File: src/rtl/decode_stage.sv
// Instruction-decode stage in front of the Registers bank: aligns the bank's late read data,
// patches same-edge write-back collisions and inserts a bubble on load-use hazards.
module decode_stage #(
  parameter  int unsigned INSTR_W = 32,
  parameter  int unsigned NREGS   = 32,
  localparam int unsigned RW      = $clog2(NREGS)
) (
  input  logic               clock,
  input  logic               reset,
  input  logic               if_valid,
  input  logic [INSTR_W-1:0] if_instr,
  input  logic [INSTR_W-1:0] if_pc,
  output logic               if_ready,
  input  logic               flush,
  input  logic               ex_stall,
  output logic [RW-1:0]      addra,
  output logic [RW-1:0]      addrb,
  input  logic [INSTR_W-1:0] dataa,
  input  logic [INSTR_W-1:0] datab,
  input  logic               enc,
  input  logic [RW-1:0]      addrc,
  input  logic [INSTR_W-1:0] datac,
  output logic               id_valid,
  output logic [INSTR_W-1:0] id_pc,
  output logic [5:0]         id_opcode,
  output logic [5:0]         id_funct,
  output logic [RW-1:0]      id_rs,
  output logic [RW-1:0]      id_rt,
  output logic [RW-1:0]      id_dest,
  output logic               id_reg_write,
  output logic               id_mem_read,
  output logic               id_mem_write,
  output logic               id_branch,
  output logic [INSTR_W-1:0] id_imm,
  output logic [INSTR_W-1:0] id_a,
  output logic [INSTR_W-1:0] id_b
);

  localparam int unsigned OPW   = 6;
  localparam int unsigned IMM_W = 16;

  localparam logic [OPW-1:0] OP_RTYPE = 6'b000000;
  localparam logic [OPW-1:0] OP_LW    = 6'b100011;
  localparam logic [OPW-1:0] OP_SW    = 6'b101011;
  localparam logic [OPW-1:0] OP_BEQ   = 6'b000100;
  localparam logic [OPW-1:0] OP_ADDI  = 6'b001000;

  typedef struct packed {
    logic [RW-1:0] dest;
    logic          reg_write;
    logic          mem_read;
    logic          mem_write;
    logic          branch;
    logic          uses_rt;
  } ctrl_t;

  logic               v;
  logic [INSTR_W-1:0] instr;
  logic [INSTR_W-1:0] pc;
  logic [INSTR_W-1:0] byp_a;
  logic [INSTR_W-1:0] byp_b;
  logic               byp_a_vld;
  logic               byp_b_vld;
  logic               ld_pend;
  logic [RW-1:0]      ld_rt;

  logic [OPW-1:0]     opcode;
  logic [RW-1:0]      rs;
  logic [RW-1:0]      rt;
  logic [RW-1:0]      rd;
  ctrl_t              ctrl;
  logic               load_use;
  logic               hold;
  logic               hit_a;
  logic               hit_b;

  assign opcode = instr[31:26];
  assign rs     = instr[25:21];
  assign rt     = instr[20:16];
  assign rd     = instr[15:11];

  // Control decode; unknown opcodes fall through as a nop
  always_comb begin
    ctrl = '0;
    case (opcode)
      OP_RTYPE: begin
        ctrl.dest      = rd;
        ctrl.reg_write = 1'b1;
        ctrl.uses_rt   = 1'b1;
      end
      OP_LW: begin
        ctrl.dest      = rt;
        ctrl.reg_write = 1'b1;
        ctrl.mem_read  = 1'b1;
      end
      OP_SW: begin
        ctrl.mem_write = 1'b1;
        ctrl.uses_rt   = 1'b1;
      end
      OP_BEQ: begin
        ctrl.branch    = 1'b1;
        ctrl.uses_rt   = 1'b1;
      end
      OP_ADDI: begin
        ctrl.dest      = rt;
        ctrl.reg_write = 1'b1;
      end
      default: ctrl = '0;
    endcase
  end

  // Load-use hazard against the load that left decode in the last unstalled cycle
  assign load_use = v && ld_pend && (ld_rt != '0) &&
                    ((rs == ld_rt) || (ctrl.uses_rt && (rt == ld_rt)));
  assign hold     = v && (ex_stall || load_use);
  assign if_ready = !reset && !hold;

  // While holding, re-read the held operands so write-backs during the hold are picked up
  assign addra = hold ? rs : if_instr[25:21];
  assign addrb = hold ? rt : if_instr[20:16];

  assign hit_a = enc && (addrc == addra) && (addrc != '0);
  assign hit_b = enc && (addrc == addrb) && (addrc != '0);

  assign id_valid     = v && !load_use;
  assign id_pc        = pc;
  assign id_opcode    = opcode;
  assign id_funct     = instr[5:0];
  assign id_rs        = rs;
  assign id_rt        = rt;
  assign id_dest      = ctrl.dest;
  assign id_reg_write = v && ctrl.reg_write;
  assign id_mem_read  = v && ctrl.mem_read;
  assign id_mem_write = v && ctrl.mem_write;
  assign id_branch    = v && ctrl.branch;
  assign id_imm       = {{(INSTR_W-IMM_W){instr[IMM_W-1]}}, instr[IMM_W-1:0]};

  // Operands: r0 reads zero, a same-edge write-back overrides the stale bank value
  always_comb begin
    id_a = dataa;
    id_b = datab;
    if (rs == '0)     id_a = '0;
    else if (byp_a_vld) id_a = byp_a;
    if (rt == '0)     id_b = '0;
    else if (byp_b_vld) id_b = byp_b;
  end

  always_ff @(posedge clock) begin
    if (reset) begin
      v         <= 1'b0;
      instr     <= '0;
      pc        <= '0;
      byp_a     <= '0;
      byp_b     <= '0;
      byp_a_vld <= 1'b0;
      byp_b_vld <= 1'b0;
      ld_pend   <= 1'b0;
      ld_rt     <= '0;
    end else begin
      byp_a_vld <= hit_a;
      byp_b_vld <= hit_b;
      if (hit_a) byp_a <= datac;
      if (hit_b) byp_b <= datac;
      if (flush) begin
        v         <= 1'b0;
        ld_pend   <= 1'b0;
        byp_a_vld <= 1'b0;
        byp_b_vld <= 1'b0;
      end else begin
        if (!ex_stall) begin
          ld_pend <= id_valid && id_mem_read && (rt != '0);
          ld_rt   <= rt;
        end
        if (!hold) begin
          v     <= if_valid;
          instr <= if_instr;
          pc    <= if_pc;
        end
      end
    end
  end

endmodule

File: config.mk
export PLATFORM = sky130hd
export DESIGN_NAME = decode_stage
export DESIGN_NICKNAME = d
export VERILOG_FILES = /design/src/rtl/decode_stage.sv
export SDC_FILE = /design/constraint.sdc
export NUM_CORES = 1
export LEC_CHECK = 0
export ABC_AREA = 1
export BUFFER_PORTS_ARGS = -buffer_cell sky130_fd_sc_hd__buf_2
export CAP_MARGIN = 10
export CORE_ASPECT_RATIO = 0.7
export CORE_MARGIN = 5
export CORE_UTILIZATION = 42
export CTS_CLUSTER_DIAMETER = 120
export DETAILED_ROUTE_END_ITERATION = 12
export PLACE_DENSITY = 0.76
export SETUP_SLACK_MARGIN = 0.05
export SLEW_MARGIN = 25
export SYNTH_ARGS = -nofsm -noshare
export SYNTH_HDL_FRONTEND = slang
export SYNTH_SLANG_ARGS = --single-unit
export TNS_END_PERCENT = 100
File: constraint.sdc
create_clock -name clock -period 4.1 [get_ports clock]
set_input_delay 0.205 -clock clock [delete_from_list [all_inputs] [get_ports clock]]
set_output_delay 0.205 -clock clock [all_outputs]
set_load 0.01 [all_outputs]
==> flow_metrics.py <==
metrics = {
    "run_status": {
        "status": "complete, no violations",
    },
    "layout": {
        "final_common_cell": "buf_2",
        "regArea_sq_mm": 0.00274,
        "final_cell_mix": "buf_2, nand2_1, inv_1",
        "final_cells": 1644,
        "num_antenna_cells": 0,
        "drive_gt1_frac": 0.323,
        "multi_input_area_sq_mm": 0.00336,
        "final_cell_area_sq_mm": 0.00958,
        "fin_nets": 1573,
        "fill_cells": 1698,
        "area_growth_pct": 29.8,
    },
    "global_routing": {
        "first_global_vias": 7102,
        "grt_util_all_layers": 0.209,
        "grt_antenna_before_repair": 0,
        "grt_first_pass_wirelength_um": 34900,
        "overflow": 0,
        "grt_start_max_net_pins": 76,
    },
    "setup_path": {
        "reg2reg_to": "byp_a[14]",
        "reg2reg_slack_ps": 1070,
        "cpMostUsedCell": "nand2_1",
        "arrival_ps": 3380,
        "r2r_cells": 18,
        "worst-path-max-fanout": 35,
        "r2r-start": "instr[27]",
        "cpMaxStageDelayCell": "nand3_2",
        "path_cells": "inv_1 > nor2_1 > nand3_1 > nand2_1 > nand2_1 > o21ai_2 > nand2_1 > nand2_1 > buf_4 > nand2_1 > nand3_1 > nand2_1 > nor2_1 > nand3_2 > buf_4 > nand2_1 > nand2_1 > nor2_1",
        "critPathCaptureType": "flop",
        "worstSetupStartpointType": "flop",
        "cp.required_ps": 4450,
        "slowest_delay_ps": 540,
        "crit_type": "flop to flop",
    },
    "synthesis": {
        "synth_nets": 1283,
        "synthCells": 1112,
        "synth_area_leaders": "dfxtp_1, nand2_1, inv_1",
        "yosys.area.top_type": "dfxtp_1",
        "yosys_warnings": 0,
        "avgSynthCellArea_sq_um": 6.63,
        "ys_seq_elements": 137,
        "ys_seq_area_frac": 0.372,
        "syn_area_sq_mm": 0.00738,
        "ys_types": 23,
        "synth_top_area_frac": 0.372,
    },
    "cts": {
        "cts_resized": 0,
        "h-tree-depth": 4,
        "hold_buffers": 0,
        "cts_root_buf": "clkbuf_16",
        "cts_buffers": 17,
        "clock-sinks": 137,
        "cts_buffer_depth": 2,
        "clkTransAtPathRegs_ps": 60,
        "cts_tree": "yes",
        "postCtsSetupRepairBufs": 0,
        "clk_latency_ps": 410,
    },
    "sta": {
        "holdWs_ps": 29.2,
        "worst_pin_slew_ps": 938,
        "drv_slew": 0,
        "layout_min_cycle_time_ps": 3030,
        "setup_violations": 0,
        "rsz0062_at_grt": "no",
        "max_freq_ghz": 0.330,
        "fin_tns_setup_ps": 0,
        "finClkSkew_ps": 8.91,
        "fin_crit_sh": 0.739,
        "hold_viol_final": 0,
        "relSlewSlack": 0.375,
    },
    "power_and_ir_drop": {
        "p_total_mw": 3.57,
        "p_leak_nw": 5.55,
        "ir_drop_v": 0.000197,
        "p_per_area_mw_per_mm2": 373,
    },
    "routing": {
        "wire_per_inst_um": 13.4,
        "num_vias": 7557,
        "viasPerCell": 4.60,
        "drc_errors": 0,
        "wirelength_um": 22100,
        "dr.pass1.iters": 6,
        "drt_iter0_markers": 624,
        "ant_nets": 0,
    },
    "floorplanning": {
        "fp.dieH_um": 121,
        "num_rows": 40,
        "dieArea_sq_mm": 0.0204,
        "die-width_um": 168,
        "core_area_sq_mm": 0.0172,
        "pin_count": 342,
        "start_util": 0.428,
    },
    "flow_run": {
        "maxCapViolations": 0,
    },
    "worst_hold_path": {
        "whs_endpoint": "byp_a[12]",
        "min_path_cells": 3,
        "hp-start": "datac[12]",
        "hold_path.class": "primary input to flop",
    },
    "place": {
        "dpl-instance-area_sq_mm": 0.00902,
        "place_congestion": 0.918,
        "dp_hpwl_um": 16900,
        "placed_cells": 1614,
        "portBuffers": 341,
    },
}
-- cell type report --
type | instances | area share
clock buffers | 19 | 0.0473
clock inverters | 11 | 0.0106
inverters | 219 | 0.0860
multi-input cells | 673 | 0.351
flip-flops and latches | 137 | 0.287
well taps | 231 | 0.0302
repair buffers | 354 | 0.188
-- critical path, delay by kind of cell (launching register included) --
kind,cells,cell delay (ps)
AO/OA/AOI/OAI,1,140
AND/OR/NAND/NOR,14,1720
buffers and inverters,3,720
flip-flops,1,340
-- logic make-up after synthesis --
group / count (synthesis) / share of synthesized area
AND/OR/NAND/NOR: 461 / 0.247
multiplexers: 64 / 0.0977
AO/OA/AOI/OAI: 140 / 0.0994
buffers and inverters: 302 / 0.175
XOR/XNOR: 8 / 0.00950
flip-flops: 137 / 0.372
-- sequential cells by signal (all words and copies together) (netlist names) --
signal	count
ld_pend	1
byp_b_vld	1
v	1
byp_b	32
byp_a	32
instr	32
id_pc	32
byp_a_vld	1
ld_rt	5
-- per-layer routing --
metal	GRT usage	routed length, um
met1	0.275	9890
met2	0.343	10200
met3	0.0606	1670
met4	0.0456	305
met5	0	0
-- per-stage QoR --
stage          utilization  setup WS [ps]
4_1_cts              0.556           1100
3_5_place_dp         0.524           1120
3_3_place_gp         0.524           1250
5_1_grt              0.556            674
6_report             0.556           1070
2_1_floorplan            -           1990
-- cell usage after synthesis --
master	n
nand2_1	247
nand4_1	4
o21ai_0	63
nor2_1	162
nand3b_1	2
clkbuf_1	33
nand3_2	3
xor2_1	4
inv_1	218
nor3_1	3
dfxtp_1	137
mux2_2	64
a21oi_1	62
buf_6	5
nand3_1	40
a211oi_1	9
inv_2	1
o21ai_2	1
o22ai_1	5
buf_4	28
buf_1	7
buf_2	10
xnor2_1	4
-- how the worst max path moves through the flow --
| stage | from | to | slack (ps) | cells past startpoint |
|---|---|---|---|---|
| floorplan | instr[29] | byp_a[10] | 1990 | 18 |
| global placement | instr[27] | byp_a[30] | 1250 | 18 |
| global route | instr[27] | byp_a[8] | 670 | 18 |
| detailed placement | instr[27] | byp_a[9] | 1120 | 18 |
| CTS | instr[27] | byp_a[9] | 1100 | 18 |
| finish | instr[27] | byp_a[14] | 1070 | 18 |
-- where the power goes --
group          internal (mW)  switching [mW]
combinational          0.282           0.392
sequential              1.40          0.0508
clock                  0.858           0.586
Note: power is estimated with default switching activity, not from simulation.
